<file path="src/rtl/addtree_arb.sv">
// addtree_arb: shares one pipelined four-operand addtree between NREQ requesters.
// One requester is granted per cycle. Its operands are steered into the adder, and its
// ID travels down a LAT-deep tag pipeline so that each sum comes back tagged.
// An enable/drain state machine lets software quiesce the adder without
// dropping sums that are already in flight.
// Build option: define ADDTREE_ARB_RR_EN for round-robin arbitration; without it
// the arbiter is fixed priority (lowest index wins) and has no pointer register.
//
// state    | meaning
// ---------+-------------------------------------------------------------
// ST_IDLE  | quiescent, no grants; idle asserted once tags are empty
// ST_RUN   | arbitrating, at most one grant per cycle
// ST_DRAIN | enable dropped, no grants, waiting for in-flight tags to exit

module addtree_arb #(
   parameter  int NREQ  = 4,
   parameter  int WIDTH = 64,
   parameter  int LAT   = 1,
   localparam int IDW   = $clog2(NREQ)
) (
   input  logic                  clk,
   input  logic                  reset,
   input  logic                  enable,
   input  logic [NREQ-1:0]       req,
   input  logic [NREQ*WIDTH-1:0] op_a,
   input  logic [NREQ*WIDTH-1:0] op_b,
   input  logic [NREQ*WIDTH-1:0] op_c,
   input  logic [NREQ*WIDTH-1:0] op_d,
   output logic [NREQ-1:0]       gnt,
   output logic [WIDTH-1:0]      add_a,
   output logic [WIDTH-1:0]      add_b,
   output logic [WIDTH-1:0]      add_c,
   output logic [WIDTH-1:0]      add_d,
   input  logic [WIDTH-1:0]      add_q,
   output logic                  rsp_valid,
   output logic [IDW-1:0]        rsp_id,
   output logic [WIDTH-1:0]      rsp_q,
   output logic                  idle
);

   typedef enum logic [1:0] {
      ST_IDLE  = 2'd0,
      ST_RUN   = 2'd1,
      ST_DRAIN = 2'd2
   } state_t;

   state_t           state;
   state_t           state_nxt;

   logic             win_found;
   logic [IDW-1:0]   win_id;
   logic             grant_any;

   logic [LAT-1:0]   tag_vld;
   logic [LAT-1:0]   vld_nxt;
   logic [IDW-1:0]   tag_id [LAT];

`ifdef ADDTREE_ARB_RR_EN
   logic [IDW-1:0]   ptr;

   // Round-robin search: start at ptr, wrap modulo NREQ, first set request wins.
   always_comb begin
      int cand;
      win_found = 1'b0;
      win_id    = '0;
      cand      = 0;
      for (int i = 0; i < NREQ; i++) begin
         cand = int'(ptr) + i;
         if (cand >= NREQ) begin
            cand = cand - NREQ;
         end
         if (!win_found && req[cand]) begin
            win_found = 1'b1;
            win_id    = IDW'(cand);
         end
      end
   end

   // Pointer moves one past the winner after every grant and holds otherwise.
   always_ff @(posedge clk or negedge reset) begin
      if (!reset) begin
         ptr <= '0;
      end else if (grant_any) begin
         if (win_id == IDW'(NREQ - 1)) begin
            ptr <= '0;
         end else begin
            ptr <= win_id + 1'b1;
         end
      end
   end
`else
   // Fixed priority search: the lowest-index set request wins.
   always_comb begin
      win_found = 1'b0;
      win_id    = '0;
      for (int i = 0; i < NREQ; i++) begin
         if (!win_found && req[i]) begin
            win_found = 1'b1;
            win_id    = IDW'(i);
         end
      end
   end
`endif

   // A grant only leaves the arbiter in RUN; IDLE and DRAIN mask it off.
   always_comb begin
      grant_any = win_found && (state == ST_RUN);
      gnt       = '0;
      for (int i = 0; i < NREQ; i++) begin
         gnt[i] = grant_any && (win_id == IDW'(i));
      end
   end

   // Steer the granted requester's operands into the adder; zeros when idle.
   always_comb begin
      add_a = '0;
      add_b = '0;
      add_c = '0;
      add_d = '0;
      for (int i = 0; i < NREQ; i++) begin
         if (gnt[i]) begin
            add_a = op_a[i*WIDTH +: WIDTH];
            add_b = op_b[i*WIDTH +: WIDTH];
            add_c = op_c[i*WIDTH +: WIDTH];
            add_d = op_d[i*WIDTH +: WIDTH];
         end
      end
   end

   // Valid bits as they will look after the next edge. DRAIN uses this, so IDLE is
   // reached on the cycle right after the last response, not one cycle later.
   always_comb begin
      vld_nxt    = '0;
      vld_nxt[0] = grant_any;
      for (int i = 1; i < LAT; i++) begin
         vld_nxt[i] = tag_vld[i-1];
      end
   end

   // Tag pipeline shift; reset drops every in-flight tag at once.
   always_ff @(posedge clk or negedge reset) begin
      if (!reset) begin
         tag_vld <= '0;
         for (int i = 0; i < LAT; i++) begin
            tag_id[i] <= '0;
         end
      end else begin
         tag_vld   <= vld_nxt;
         tag_id[0] <= grant_any ? win_id : '0;
         for (int i = 1; i < LAT; i++) begin
            tag_id[i] <= tag_id[i-1];
         end
      end
   end

   // State register.
   always_ff @(posedge clk or negedge reset) begin
      if (!reset) begin
         state <= ST_IDLE;
      end else begin
         state <= state_nxt;
      end
   end

   // Next-state logic; re-enabling during DRAIN resumes RUN without waiting.
   always_comb begin
      state_nxt = state;
      case (state)
         ST_IDLE: begin
            if (enable) begin
               state_nxt = ST_RUN;
            end
         end
         ST_RUN: begin
            if (!enable) begin
               state_nxt = ST_DRAIN;
            end
         end
         ST_DRAIN: begin
            if (enable) begin
               state_nxt = ST_RUN;
            end else if (!(|vld_nxt)) begin
               state_nxt = ST_IDLE;
            end
         end
         default: begin
            state_nxt = ST_IDLE;
         end
      endcase
   end

   // Response side: the last tag stage qualifies the adder result.
   always_comb begin
      rsp_valid = tag_vld[LAT-1];
      rsp_id    = tag_id[LAT-1];
      rsp_q     = add_q;
      idle      = (state == ST_IDLE) && !(|tag_vld);
   end

endmodule
</file>
<file path="config.mk">
export PLATFORM = sky130hd
export DESIGN_NAME = addtree_arb
export DESIGN_NICKNAME = d
export VERILOG_FILES = /design/src/rtl/addtree_arb.sv
export SDC_FILE = /design/constraint.sdc
export NUM_CORES = 1
export LEC_CHECK = 0
export ABC_AREA = 1
export ABC_CLOCK_PERIOD_IN_PS = 1500
export CORE_AREA = 4 4 560 562
export CTS_BUF_LIST = sky130_fd_sc_hd__clkbuf_4
export DETAILED_ROUTE_END_ITERATION = 7
export DIE_AREA = 0 0 564 566
export DONT_BUFFER_PORTS = 1
export HOLD_SLACK_MARGIN = 0.03
export PLACE_DENSITY_LB_ADDON = 0.12
export SYNTH_ARGS = -nofsm -noshare
export SYNTH_HDL_FRONTEND = slang
export SYNTH_SLANG_ARGS = --single-unit
export TNS_END_PERCENT = 30
</file>
<file path="constraint.sdc">
create_clock -name clk -period 1.5 [get_ports clk]
set_clock_uncertainty 0.2 [all_clocks]
set_input_delay 0.15 -clock clk [delete_from_list [all_inputs] [get_ports clk]]
set_output_delay 0.15 -clock clk [all_outputs]
set_load 0.05 [all_outputs]
</file>
==> results by group <==
CTS
  – Worst-Skew Late Latency: 0.25 ns
  – H-tree levels: 1
  – Maximum root-to-sink buffer count: 2
  – Total clock buffers created by CTS: 3
  – CTS Root Cell: clkbuf_4
  – # clock sinks: 5
  – Worst-path clk slew: 0.05 ns
  – CTS tree: yes

Floorplan
  – Core area: 308,000 um2
  – Initial core utilization: 3.31%
  – Die Area: 319,000 um2
  – Die Wd: 564 um
  – IO Pins: 1,423
  – Die height: 566 um
  – Rows: around 200

Synthesis
  – Largest family of logic cells by synthesized area: simple AND/OR/NAND/NOR gates
  – Post-synthesis xor/xnor area fraction: 0%
  – Post-Syn Instances: 2,112
  – Most frequent cells after synthesis: 767 x nand3_1, 516 x nand2_1, 261 x inv_1
  – Top-area cell type share of the netlist area: 37.7%
  – Synth cell types: 18
  – Mapped cell area: 10,200 um2
  – Synth Register Bits: 5
  – Yosys Warn Count: 0
  – Synth Area in Compound Gates: 0.245%
  – Share of flip-flops with an asynchronous set or reset: between 90% and 100%
  – Synth Area in Simple Gates: 73.2%
  – Mean Syn Cell Area: 4.83 um2
  – Count leader, synth: nand3_1
  – Largest area contributor in the netlist: nand3_1
  – Synth Flop Type: dfrtp_1
  – Post-Syn Nets: ~3.2k
  – Register area share after synthesis: 1.23%
  – Post-synthesis mux area share: 0%
  – Post-Synth Adder-Cell Area: 0%
  – EDFF count, synth: 0
  – Synth area leaders: nand3_1 38%, nand2_1 19%, nand4_1 16%, inv_1 9.6%, buf_2 7.3%

STA
  – Slew HR: about two thirds
  – Tightest Pin Transition: 0.501 ns
  – Unrepaired setup endpoints after global routing: yes
  – Slew Limit Fails: 0
  – Final setup vio count: 262
  – Final WS setup: -1.05 ns
  – Final period util: 170%
  – Max frequency: 0.392 GHz
  – Hold slack: about 0.033 ns
  – Number of hold violations in the final report: 0
  – Min Tclk post-route: 2.55 ns

GRT
  – Largest net degree at the start of global routing: 35
  – Vias in the first global route: 18.1k
  – Total grt overflow: 0
  – Initial antenna violation count: about 200
  – First-pass GRT wire length: 266,000 um
  – All-layer global routing usage: 13.3%

Worst setup path
  – Crit-path most repeated cell: buf_12
  – Critical Path Fanout Max: 12
  – Max stage delay cell, worst path: dfrtp_1
  – Slowest stage delay, CP: 0.38 ns
  – Worst setup SP type: flop
  – Worst Setup Path Type: reg2out
  – Crit path max-delay family: simple AND/OR/NAND/NOR gates
  – CP Buf/Inv Count: 5
  – Crit-path cells: inv_2 -> nand2_8 -> nor2_4 -> buf_12 -> buf_16 -> buf_6 -> nand4_1 -> nand3_4 -> buf_12
  – Req. time, crit path: 1.15 ns
  – Setup crit end kind: output port
  – Data arrival, critical path: 2.20 ns

Placed design
  – RePlAce Congestion: 0.911
  – # port buffers: 0
  – Dpl ws: -1.25 ns
  – Post-DP HPWL: a little over 200,000 um

Status
  – Violated checks: negative setup slack
  – Status: finished with violations

Detailed routing
  – Final wirelength: around 230,000 um
  – Antenna Violating Nets Remaining: 0
  – Residual DRC count: 0
  – Via-per-instance ratio: 2.82
  – DR iter-0 viols: around 1.2k
  – TritonRoute pass-1 iters: 5
  – Drt wl/cell: approximately 35 um
  – Vias: 18.4k

Pwr
  – Worst VDD drop: 0.000113 V
  – Power density over the cells: 394 nW/um2
  – Leak: between 10 and 15 nW
  – Tot Pwr: 10.2 mW

Final layout
  – Nets: 3,469
  – Area delta synth->final: 153%
  – Proportion of layout cells with a drive suffix above 1: 51.9%

Job
  – Max-cap violations: 0

Worst hold path
  – Worst Hold Class: in2reg
-- layout by cell type (no fill, tap or decap), types with 4 or more instances in the layout --
| master | Yosys | layout |
|---|---|---|
| clkbuf_4 | 0 | 4 |
| dfrtp_1 | 5 | 4 |
| diode_2 | 0 | 51 |
| nor2_4 | 2 | 6 |
| nand2_4 | 0 | 91 |
| inv_2 | 2 | 123 |
| buf_12 | 0 | 265 |
| nand3_2 | 0 | 127 |
| nand2_8 | 0 | 12 |
| buf_4 | 88 | 198 |
| nand2_1 | 516 | 238 |
| inv_1 | 261 | 121 |
| clkbuf_16 | 0 | 8 |
| buf_6 | 0 | 33 |
| nand3_1 | 767 | 515 |
| buf_8 | 0 | 16 |
| buf_16 | 0 | 22 |
| inv_4 | 0 | 15 |
| nand4_1 | 257 | 257 |
| nand2_2 | 2 | 177 |
| nand3_4 | 0 | 125 |
-- layout make-up --
cell class                 count  area (um2)
fill                       36514      283000
tap                         4120        5150
multi-input combinational   1556       11000
inverter                     263        1070
antenna                       51         128
timing repair buffer         545        8260
sequential                     5         126
clock buffer                   4        30.0
-- power breakdown --
part           total [mW]  switching [mW]  internal (mW)
combinational        9.85            6.21           3.64
sequential          0.151         0.00771          0.144
clock               0.182          0.0625          0.119
-- path summary, 6_finish.rpt --
| path | slack (ns) | cells after the start | to | from |
|---|---|---|---|---|
| worst max register to register | -0.02 | 7 | rsp_id[1] | state[1] |
| max in group asynchronous | 0.68 | 1 | state[0] | reset |
| worst min register to register | 0.40 | 2 | state[0] | state[1] |
| min in group asynchronous | 0.09 | 1 | rsp_id[0] | reset |
| worst min-delay path | 0.03 | 3 | rsp_valid | req[2] |
| worst max-delay path | -1.05 | 9 | add_b[53] | state[1] |
-- metrics by stage --
step           setup TNS, ns  cells  util, %  instance area [um2]
2_1_floorplan         -79.89   2112        -                11200
3_3_place_gp         -199.21   6411     6.95                21400
3_5_place_dp         -187.44   6411     6.95                21400
4_1_cts              -247.18   6471     7.80                24100
5_1_grt              -264.49   6507     8.34                25700
6_report             -230.06   6544     8.37                25800
-- state kept, by name, indices dropped and copies added (netlist names) --
name,cells
rsp_id,2
rsp_valid,1
state,2
-- repair_timing --
item | in CTS | in global routing
setup buffers | 40 | 28
resized for setup | 454 | 461
setup endpoints to repair | 261 | 262
gates cloned | 16 | 8
hold endpoints to repair | 7 | 0
hold buffers | 2 | 0
pin swaps | 70 | 114
-- worst min-delay path: stages --
cell and delay [ns]:
nor2_1 0.07, buf_4 0.13, a21oi_1 0.08
-- layer usage --
layer / track usage, % / wire [um]
met3: 8.57 / 32700
met5: 0 / 1160
met4: 1.62 / 6770
met2: 21.3 / 98900
met1: 15.2 / 87800
-- cell families (layout without fill, tap and decap cells) --
family          Yosys count  count (layout)
buf+inv                 551             812
other cells               0              51
simple gates           1552            1552
flops                     5               5
compound gates            4               4
Note: power is estimated with default switching activity, not from simulation.
